[config.mk]
export PLATFORM = sky130hd
export DESIGN_NAME = fe_fb_flat
export DESIGN_NICKNAME = d
export VERILOG_FILES = /design/src/rtl/fe_fb_if.sv /design/src/rtl/fe_fb.sv /design/src/flat_wrapper.sv
export SDC_FILE = /design/constraint.sdc
export NUM_CORES = 1
export LEC_CHECK = 0
export BUFFER_PORTS_ARGS = -buffer_cell sky130_fd_sc_hd__buf_2
export CORE_MARGIN = 5
export CORE_UTILIZATION = 30
export DETAILED_ROUTE_END_ITERATION = 7
export HOLD_SLACK_MARGIN = 0.03
export SLEW_MARGIN = 30
export SYNTH_ARGS = -nofsm -noshare
export SYNTH_HDL_FRONTEND = slang
export SYNTH_SLANG_ARGS = --single-unit
[constraint.sdc]
create_clock -name clk -period 31.9 [get_ports clk]
set_input_delay 4.785 -clock clk [delete_from_list [all_inputs] [get_ports clk]]
set_output_delay 4.785 -clock clk [all_outputs]
set_load 0.02 [all_outputs]
[src/rtl/fe_fb_if.sv]
// fe_fb_if: front-end fetch, flush and memory refill signals of the fetch buffer.
interface fe_fb_if #(
    parameter int PADDR_W    = 32,
    parameter int LINE_BYTES = 16
);
    logic                    fe_fb_req_valid;
    logic [PADDR_W-1:0]      fe_fb_req_addr;
    logic                    fb_fe_rsp_valid;
    logic [31:0]             fb_fe_rsp_instr;
    logic [PADDR_W-1:0]      fb_fe_rsp_pc;
    logic                    br_mispred_rb1;
    logic                    fb_mem_req_valid;
    logic [PADDR_W-1:0]      fb_mem_req_addr;
    logic                    fb_mem_req_ready;
    logic                    mem_fb_rsp_valid;
    logic [LINE_BYTES*8-1:0] mem_fb_rsp_data;

    modport slave (
        input  fe_fb_req_valid, fe_fb_req_addr, br_mispred_rb1,
        input  fb_mem_req_ready, mem_fb_rsp_valid, mem_fb_rsp_data,
        output fb_fe_rsp_valid, fb_fe_rsp_instr, fb_fe_rsp_pc,
        output fb_mem_req_valid, fb_mem_req_addr
    );

    modport master (
        output fe_fb_req_valid, fe_fb_req_addr, br_mispred_rb1,
        output fb_mem_req_ready, mem_fb_rsp_valid, mem_fb_rsp_data,
        input  fb_fe_rsp_valid, fb_fe_rsp_instr, fb_fe_rsp_pc,
        input  fb_mem_req_valid, fb_mem_req_addr
    );
endinterface

[src/rtl/fe_fb.sv]
// fe_fb: fetch buffer with a fully-associative line cache and single-outstanding refill.
// Optional FB_PERF_CNT_EN adds saturating hit/miss counters.
module fe_fb #(
    parameter int NUM_LINES  = 4,
    parameter int LINE_BYTES = 16,
    parameter int PADDR_W    = 32
) (
    input  logic clk,
    input  logic reset,
    fe_fb_if.slave bus
`ifdef FB_PERF_CNT_EN
    ,
    output logic [31:0] fb_hit_cnt,
    output logic [31:0] fb_miss_cnt
`endif
);
    localparam int OFF_W  = $clog2(LINE_BYTES);
    localparam int TAG_W  = PADDR_W - OFF_W;
    localparam int PTR_W  = $clog2(NUM_LINES);
    localparam int LINE_W = LINE_BYTES * 8;

    typedef enum logic [1:0] {IDLE, MISS_REQ, MISS_WAIT, FILL} state_t;

    state_t             state, state_nx;
    logic [NUM_LINES-1:0] vld;
    logic [TAG_W-1:0]   tags  [NUM_LINES];
    logic [LINE_W-1:0]  lines [NUM_LINES];
    logic [PTR_W-1:0]   rr_ptr, victim;
    logic [PADDR_W-1:0] cap_addr, pend_addr, look_addr, rsp_pc;
    logic [LINE_W-1:0]  hit_line;
    logic [31:0]        rsp_instr;
    logic               orphan, pend, look, hit, rsp_valid, fill;

    function automatic logic [31:0] word_of(input logic [LINE_W-1:0] l, input logic [PADDR_W-1:0] a);
        logic [OFF_W-1:0] w;
        w = a[OFF_W-1:0] >> 2;
        return l[32*w +: 32];
    endfunction

    // A pending request (held while orphaned) is looked up in FILL, so it can hit the line just written.
    always_comb begin
        look_addr = (state == FILL && pend) ? pend_addr : bus.fe_fb_req_addr;
        look      = !bus.br_mispred_rb1 && (state == IDLE ? bus.fe_fb_req_valid :
                    state == FILL && (pend || (orphan && bus.fe_fb_req_valid)));
        hit       = 1'b0;
        hit_line  = '0;
        for (int i = 0; i < NUM_LINES; i++)
            if (vld[i] && tags[i] == look_addr[PADDR_W-1:OFF_W]) begin
                hit      = 1'b1;
                hit_line = lines[i];
            end
    end

    assign fill = state == MISS_WAIT && bus.mem_fb_rsp_valid;

    always_comb begin
        state_nx = state;
        if (look)
            state_nx = hit ? IDLE : MISS_REQ;
        else if (state == MISS_REQ)
            state_nx = bus.fb_mem_req_ready ? MISS_WAIT : MISS_REQ;
        else if (fill)
            state_nx = FILL;
        else if (state == FILL)
            state_nx = IDLE;
    end

    assign bus.fb_mem_req_valid = state == MISS_REQ;
    assign bus.fb_mem_req_addr  = {cap_addr[PADDR_W-1:OFF_W], OFF_W'(0)};
    assign bus.fb_fe_rsp_valid  = rsp_valid && !(state == FILL && bus.br_mispred_rb1);
    assign bus.fb_fe_rsp_instr  = rsp_instr;
    assign bus.fb_fe_rsp_pc     = rsp_pc;

    always_ff @(posedge clk) begin
        if (reset) begin
            state     <= IDLE;
            vld       <= '0;
            rr_ptr    <= '0;
            victim    <= '0;
            cap_addr  <= '0;
            pend_addr <= '0;
            orphan    <= 1'b0;
            pend      <= 1'b0;
            rsp_valid <= 1'b0;
            rsp_instr <= '0;
            rsp_pc    <= '0;
        end else begin
            state     <= state_nx;
            rsp_valid <= 1'b0;
            if (look && hit) begin
                rsp_valid <= 1'b1;
                rsp_instr <= word_of(hit_line, look_addr);
                rsp_pc    <= look_addr;
            end
            if (look && !hit) begin
                cap_addr <= look_addr;
                victim   <= rr_ptr;
                rr_ptr   <= rr_ptr + 1'b1;
            end
            if (fill) begin
                vld[victim]   <= 1'b1;
                tags[victim]  <= cap_addr[PADDR_W-1:OFF_W];
                lines[victim] <= bus.mem_fb_rsp_data;
                rsp_valid     <= !orphan && !bus.br_mispred_rb1;
                rsp_instr     <= word_of(bus.mem_fb_rsp_data, cap_addr);
                rsp_pc        <= cap_addr;
            end
            if (state == FILL)
                orphan <= 1'b0;
            else if (bus.br_mispred_rb1 && (state == MISS_REQ || state == MISS_WAIT))
                orphan <= 1'b1;
            if (bus.br_mispred_rb1 || state == FILL)
                pend <= 1'b0;
            else if (orphan && !pend && bus.fe_fb_req_valid && state != IDLE) begin
                pend      <= 1'b1;
                pend_addr <= bus.fe_fb_req_addr;
            end
        end
    end

`ifdef FB_PERF_CNT_EN
    always_ff @(posedge clk) begin
        if (reset) begin
            fb_hit_cnt  <= '0;
            fb_miss_cnt <= '0;
        end else begin
            if (look && hit && !(&fb_hit_cnt))
                fb_hit_cnt <= fb_hit_cnt + 1'b1;
            if (look && !hit && !(&fb_miss_cnt))
                fb_miss_cnt <= fb_miss_cnt + 1'b1;
        end
    end
`endif

`ifdef ASSERT
    wire busy = state == MISS_REQ || state == MISS_WAIT;
    a_no_req_in_refill: assert property (@(posedge clk) disable iff (reset)
        !(bus.fe_fb_req_valid && !bus.br_mispred_rb1 && busy && !orphan));
    a_one_pending: assert property (@(posedge clk) disable iff (reset)
        !(bus.fe_fb_req_valid && !bus.br_mispred_rb1 && busy && pend));
`endif
endmodule

[src/flat_wrapper.sv]
// flat-port wrapper written by rule: the top's interface ports become plain ports
module fe_fb_flat 
#(
    parameter int NUM_LINES  = 4,
    parameter int LINE_BYTES = 16,
    parameter int PADDR_W    = 32
)
  (clk, reset, bus_fe_fb_req_valid, bus_fe_fb_req_addr, bus_br_mispred_rb1, bus_fb_mem_req_ready, bus_mem_fb_rsp_valid, bus_mem_fb_rsp_data, bus_fb_fe_rsp_valid, bus_fb_fe_rsp_instr, bus_fb_fe_rsp_pc, bus_fb_mem_req_valid, bus_fb_mem_req_addr);
  fe_fb_if #(.PADDR_W(PADDR_W), .LINE_BYTES(LINE_BYTES)) bus_i ();
  input  logic clk;
  input  logic reset;
  input wire logic [$bits(bus_i.fe_fb_req_valid)-1:0] bus_fe_fb_req_valid;
  input wire logic [$bits(bus_i.fe_fb_req_addr)-1:0] bus_fe_fb_req_addr;
  input wire logic [$bits(bus_i.br_mispred_rb1)-1:0] bus_br_mispred_rb1;
  input wire logic [$bits(bus_i.fb_mem_req_ready)-1:0] bus_fb_mem_req_ready;
  input wire logic [$bits(bus_i.mem_fb_rsp_valid)-1:0] bus_mem_fb_rsp_valid;
  input wire logic [$bits(bus_i.mem_fb_rsp_data)-1:0] bus_mem_fb_rsp_data;
  output wire logic [$bits(bus_i.fb_fe_rsp_valid)-1:0] bus_fb_fe_rsp_valid;
  output wire logic [$bits(bus_i.fb_fe_rsp_instr)-1:0] bus_fb_fe_rsp_instr;
  output wire logic [$bits(bus_i.fb_fe_rsp_pc)-1:0] bus_fb_fe_rsp_pc;
  output wire logic [$bits(bus_i.fb_mem_req_valid)-1:0] bus_fb_mem_req_valid;
  output wire logic [$bits(bus_i.fb_mem_req_addr)-1:0] bus_fb_mem_req_addr;
  assign bus_i.fe_fb_req_valid = bus_fe_fb_req_valid;
  assign bus_i.fe_fb_req_addr = bus_fe_fb_req_addr;
  assign bus_i.br_mispred_rb1 = bus_br_mispred_rb1;
  assign bus_i.fb_mem_req_ready = bus_fb_mem_req_ready;
  assign bus_i.mem_fb_rsp_valid = bus_mem_fb_rsp_valid;
  assign bus_i.mem_fb_rsp_data = bus_mem_fb_rsp_data;
  assign bus_fb_fe_rsp_valid = bus_i.fb_fe_rsp_valid;
  assign bus_fb_fe_rsp_instr = bus_i.fb_fe_rsp_instr;
  assign bus_fb_fe_rsp_pc = bus_i.fb_fe_rsp_pc;
  assign bus_fb_mem_req_valid = bus_i.fb_mem_req_valid;
  assign bus_fb_mem_req_addr = bus_i.fb_mem_req_addr;
  fe_fb #(.NUM_LINES(NUM_LINES), .LINE_BYTES(LINE_BYTES), .PADDR_W(PADDR_W)) u_core (.clk(clk), .reset(reset), .bus(bus_i));
endmodule
Yosys cells after proc, flatten, opt, wreduce, memory -nomap -nowiden:

Memories as Yosys holds them, arrays and structs flattened.
Index checks and enable logic that the tools add are counted.

* $lt $le $gt $ge: 2
* reductions and logical operators: 34
* shift operators: 2
* mux-type cells: 27
* equal/unequal tests: 7
* add/subtract/negate cells: 1
* bitwise logic cells: 2

Operators with widths (count)
* 128-bit two-way mux: 4
* 128-bit by 8-bit indexed part select with 32-bit output: 2
* 32-bit two-way mux: 5
* 28-bit == test: 4
* 1-bit logical AND: 19
* 1-bit two-way mux: 12
* 2-bit two-way mux: 5
* 1-bit zero test: 5
* 2-bit == test (second input constant): 2
* 4-bit bitwise OR: 1
* 2-bit nonzero test: 2
* 4-bit nonzero test: 1
* 2-bit OR reduction: 2
* 1-bit logical OR: 3
* 2-bit by 3-bit less-than comparator with 1-bit output (second input constant): 1
* 2-bit by 1-bit adder with 2-bit output (second input constant): 1
* 1-bit demux with 2-bit select: 1
* 2-bit by 1-bit == test with 1-bit output (second input constant): 1
* 2-bit by 1-bit >= comparator with 1-bit output (second input constant): 1
* 2-bit zero test: 1
* 2-bit AND reduction: 1
* 1-bit NOT: 1

* memories kept: 2
* output and inout bits: 98
* bits in writable memories: 624
* input port bits: 166
* register bits: 141
* logic and storage cells: 88

Memory list
* u_core.lines: words 4, width 128, rd ports 4, clocked after Yosys merged registers in 0, write ports 1, RTL line fe_fb.sv:27 `logic [LINE_W-1:0] lines [NUM_LINES];`
* u_core.tags: words 4, width 28, rd ports 4, clocked after Yosys merged registers in 0, write ports 1, RTL line fe_fb.sv:26 `logic [TAG_W-1:0] tags [NUM_LINES];`

Depth between registers and ports, before layout:

* depth after elaboration: 12
* gate-level depth with buffers: 16
* mapped depth without buffers: 11

Least setup slack after synthesis:

Ideal clock, no wire load.

* path type: in2reg
* start: in bus_mem_fb_rsp_valid
* end: mem u_core.lines[2][0] (netlist bit) (enable)
* stages on the path: 3
* data required time: 30.789 ns
* path slack: 9.748 ns
* library setup time: 1.111 ns
* arrival: 21.041 ns
* path through: nand2_1 > clkbuf_1 > nor4b_1

* longest elaborated chain between the ends: 4

RTL lines
* from (decl): RTL line flat_wrapper.sv:16 `input wire logic [$bits(bus_i.mem_fb_rsp_valid)-1:0] bus_mem_fb_rsp_valid;`
* 1-bit logical AND: RTL line fe_fb.sv:54 `assign fill = state == MISS_WAIT && bus.mem_fb_rsp_valid;`
* 1-bit two-way mux: RTL line fe_fb.sv:100 `if (fill) begin`
* 1-bit two-way mux: RTL line fe_fb.sv:75 `if (reset) begin`
* 1-bit two-way mux (not written as such): RTL line fe_fb.sv:103 `lines[victim] <= bus.mem_fb_rsp_data;`
* to (decl): RTL line fe_fb.sv:27

No other way between the ends.

Worst setup path in the final report:

* start: in bus_br_mispred_rb1
* end: out bus_fb_fe_rsp_valid

* longest elaborated chain between the ends: 3

RTL lines
* from (decl): RTL line flat_wrapper.sv:14 `input wire logic [$bits(bus_i.br_mispred_rb1)-1:0] bus_br_mispred_rb1;`
* 1-bit logical AND: RTL line fe_fb.sv:70 `assign bus.fb_fe_rsp_valid = rsp_valid && !(state == FILL && bus.br_mispred_rb1);`
* 1-bit zero test: RTL line fe_fb.sv:70
* 1-bit logical AND: RTL line fe_fb.sv:70
* to (decl): RTL line flat_wrapper.sv:18 `output wire logic [$bits(bus_i.fb_fe_rsp_valid)-1:0] bus_fb_fe_rsp_valid;`

No other way between the ends.

==> reports/metrics.cfg <==
[run_status]
status = finished clean

[clocking]
post-cts-setup-buffers = 0
cts_root_buffer = clkbuf_16
cts_max_level = 3
cts_resized = 0
numCtsBuffers = 85
clk_latency_ps = 680
numClockSinks = 765
hold_buffers = 0
clockBufferDepth = 3
cts_tree = built
clk_pin_slew_worst_paths_ps = 60

[timing]
setup_tns_ps = 0
hold_violations = 0
worst_pin_slew_ps = 1060
finalMaxSlewViolations = 0
clock_skew_ps = 54.9
setup-violations-final = 0
rsz0062_at_grt = no
final.period_utilization_pct = 31.6
fmax_mhz = 99.0
whs_ps = 453
slew_headroom_pct = 29.4
fin_crit_ps = 10100

[hold_path]
whs_endpoint = u_core.pend_addr[1]$_SDFFE_PP0P_
min-delay-start = u_core.pend_addr[1]$_SDFFE_PP0P_
hold_depth = 2
hold_class = reg -> reg

[worst_setup_path]
reg2reg_to = u_core.bus.fb_fe_rsp_instr[15]$_SDFFE_PP0P_
r2r_cells = 15
required_ps = 27120
reg2reg_slack_ps = 25340
crit_fanout = 7
worstReg2RegStart = u_core.state[0]$_SDFFE_PP0P_
endpoint_kind = output pin
worstPathArrival_ps = 5310
cp-start-kind = primary input
path_class = in -> out

[detailed_routing]
drtIter0Drc = 2660
vias_per_cell = 5.38
routed_wl_um = 118000
routedWlPerCell_um = 26.4
post-route-drc-count = 0
vias = 24025
firstDrtPassIters = 7
antenna_left = 0

[synth]
synth_warnings = 0
syn_inst = 2693
ys_types = 87
async_flop_share_pct = 0
ys_seq_area_share_pct = 64.6
netlist_area_um2 = 33400
synth_seq_cells = 765
synth_edf_count = 624
syn_area_per_cell_um2 = 12.4
ys.flop_type = edfxtp_1

[pwr]
pwr-share-comb_pct = 6.0
p_sw_w = 0.000530
ir_drop_mv = 0.0397
pwr-share-seq_pct = 48.6
intPower_w = 0.00175
p_leak_nw = 13.3
sw_frac_of_total_pct = 23.3
p_per_area_nw_per_um2 = 58.2
pwr-share-clk_pct = 45.4

[floorplanning]
ios = 264
core-area_um2 = 111000
die_area_um2 = 118000
die_h_um = 344
start_util_pct = 30.2
rows = 122
fp.dieW_um = 344

[placed_design]
dp_hpwl_um = 75900
gp_congestion = 0.992
dp_cells = 4282
port-buffer-count = 259
place_area_um2 = 36100

[cells_and_area]
layoutNonFillerInstCount = 4462
stdcell_area_um2 = 39200
drive_above_1_share_pct = 17.8
fillCellCount = 10806
area_delta_synth_final_pct = 17.3
nets = 3053

[run]
drv_cap = 0

[global_route]
gr-total-overflow = 0
grt_pass1_vias = 23133
grt_max_degree = 146
grt_pass1_wl_um = 167000
antenna_found_initial = 41
grt.total_usage_pct = 19.3

==> kinds of logic after synthesis <==
kind of cell | Yosys count | synth area share [%]
compound gates | 685 | 14.0
mux | 108 | 4.55
other cells | 1 | 0.0112
flops | 765 | 64.6
simple gates | 773 | 10.8
fa+ha+maj | 4 | 0.150
buf+inv | 269 | 3.60
xor+xnor | 88 | 2.31
==> power by group through the flow <==
stage	clock network (W)	logic, W	registers (W)
final	0.00103	0.000136	0.00111
after global routing	0.00110	0.000146	0.00111
after CTS	0.00105	0.000134	0.00111
after detailed placement	0	0.000134	0.00113
after global placement	0	0.000132	0.00113
after floorplan	0	0.0000775	0.00112
==> registers in the layout (all words and copies together), names as in the netlist <==
register                    count
u_core.rsp_valid                1
u_core.pend_addr               32
u_core.tags                   112
u_core.vld                      4
u_core.bus.fb_fe_rsp_pc        32
u_core.rr_ptr                   2
u_core.lines                  512
u_core.pend                     1
u_core.state                    2
u_core.victim                   2
u_core.orphan                   1
u_core.cap_addr                32
u_core.bus.fb_fe_rsp_instr     32
==> critical path, cell delays in order <==
cell,delay (ps)
buf_2,140
a21boi_0,190
buf_2,200
==> cells in the mapped netlist (20+ instances only) <==
cell	instances	area, um^2
a2111oi_0	24	210
a211oi_1	47	353
a21oi_1	185	926
a221oi_1	29	254
a22oi_1	42	315
a31oi_1	43	269
and3_1	32	200
buf_2	26	130
buf_4	35	263
clkbuf_1	121	454
dfxtp_1	141	2820
edfxtp_1	624	18700
inv_1	65	244
mux2i_1	73	731
mux4_2	33	743
nand2_1	370	1390
nand2b_1	20	125
nand3_1	74	370
nor2_1	96	360
nor2b_1	47	294
nor3_1	24	120
nor4_1	21	131
o211ai_1	53	398
o21ai_0	81	405
xnor2_1	47	412
xor2_1	41	359
==> worst max-delay path by stage <==
stage	from	endpoint	slack, ps	cells after the start
after detailed placement	bus_br_mispred_rb1	bus_fb_fe_rsp_valid	21800	3
after global placement	bus_br_mispred_rb1	bus_fb_fe_rsp_valid	21820	3
after CTS	bus_br_mispred_rb1	bus_fb_fe_rsp_valid	21800	3
after global routing	bus_br_mispred_rb1	bus_fb_fe_rsp_valid	21800	3
final	bus_br_mispred_rb1	bus_fb_fe_rsp_valid	21800	3
after floorplan	bus_mem_fb_rsp_valid	u_core.lines[2][0]$_DFFE_PP_	9750	3
==> cell usage in the layout (no fill, tap or decap), types with 71 or more instances in the layout <==
cell         n
dfxtp_1    139
edfxtp_1   624
nand3_1     74
mux2i_1     71
o21ai_0     81
nand2_1    368
buf_2      258
a21oi_1    185
clkbuf_16   86
nor2_1      93
==> metal layers <==
metal	share of wire [%]	global-route usage [%]	vias to the layer above	wire length (um)
li1	-	-	10609	-
met1	41	25.6	11942	48200
met2	46	31.0	1194	54100
met3	9.8	5.38	258	11600
met4	3.2	5.82	22	3790
met5	0.13	0	-	148
==> layout make-up <==
class,count,area [um^2],area share [%]
Antenna cell,20,50.0,0.128
Clock buffer,112,2330,5.95
Clock inverter,46,633,1.62
Inverter,65,244,0.623
Multi-Input combinational cell,1662,10800,27.4
Sequential cell,765,21600,55.1
Tap cell,1488,1860,4.75
Timing Repair Buffer,304,1730,4.42
==> stage by stage <==
step | worst slack [ps] | power [W] | util (%)
final | 21800 | 0.00228 | 35.4
after global routing | 21800 | 0.00235 | 35.4
after CTS | 21800 | 0.00230 | 35.3
after detailed placement | 21800 | 0.00126 | 32.6
after global placement | 21820 | 0.00126 | 32.6
after floorplan | 9750 | 0.00120 | -
Note: power is estimated with default switching activity, not from simulation.
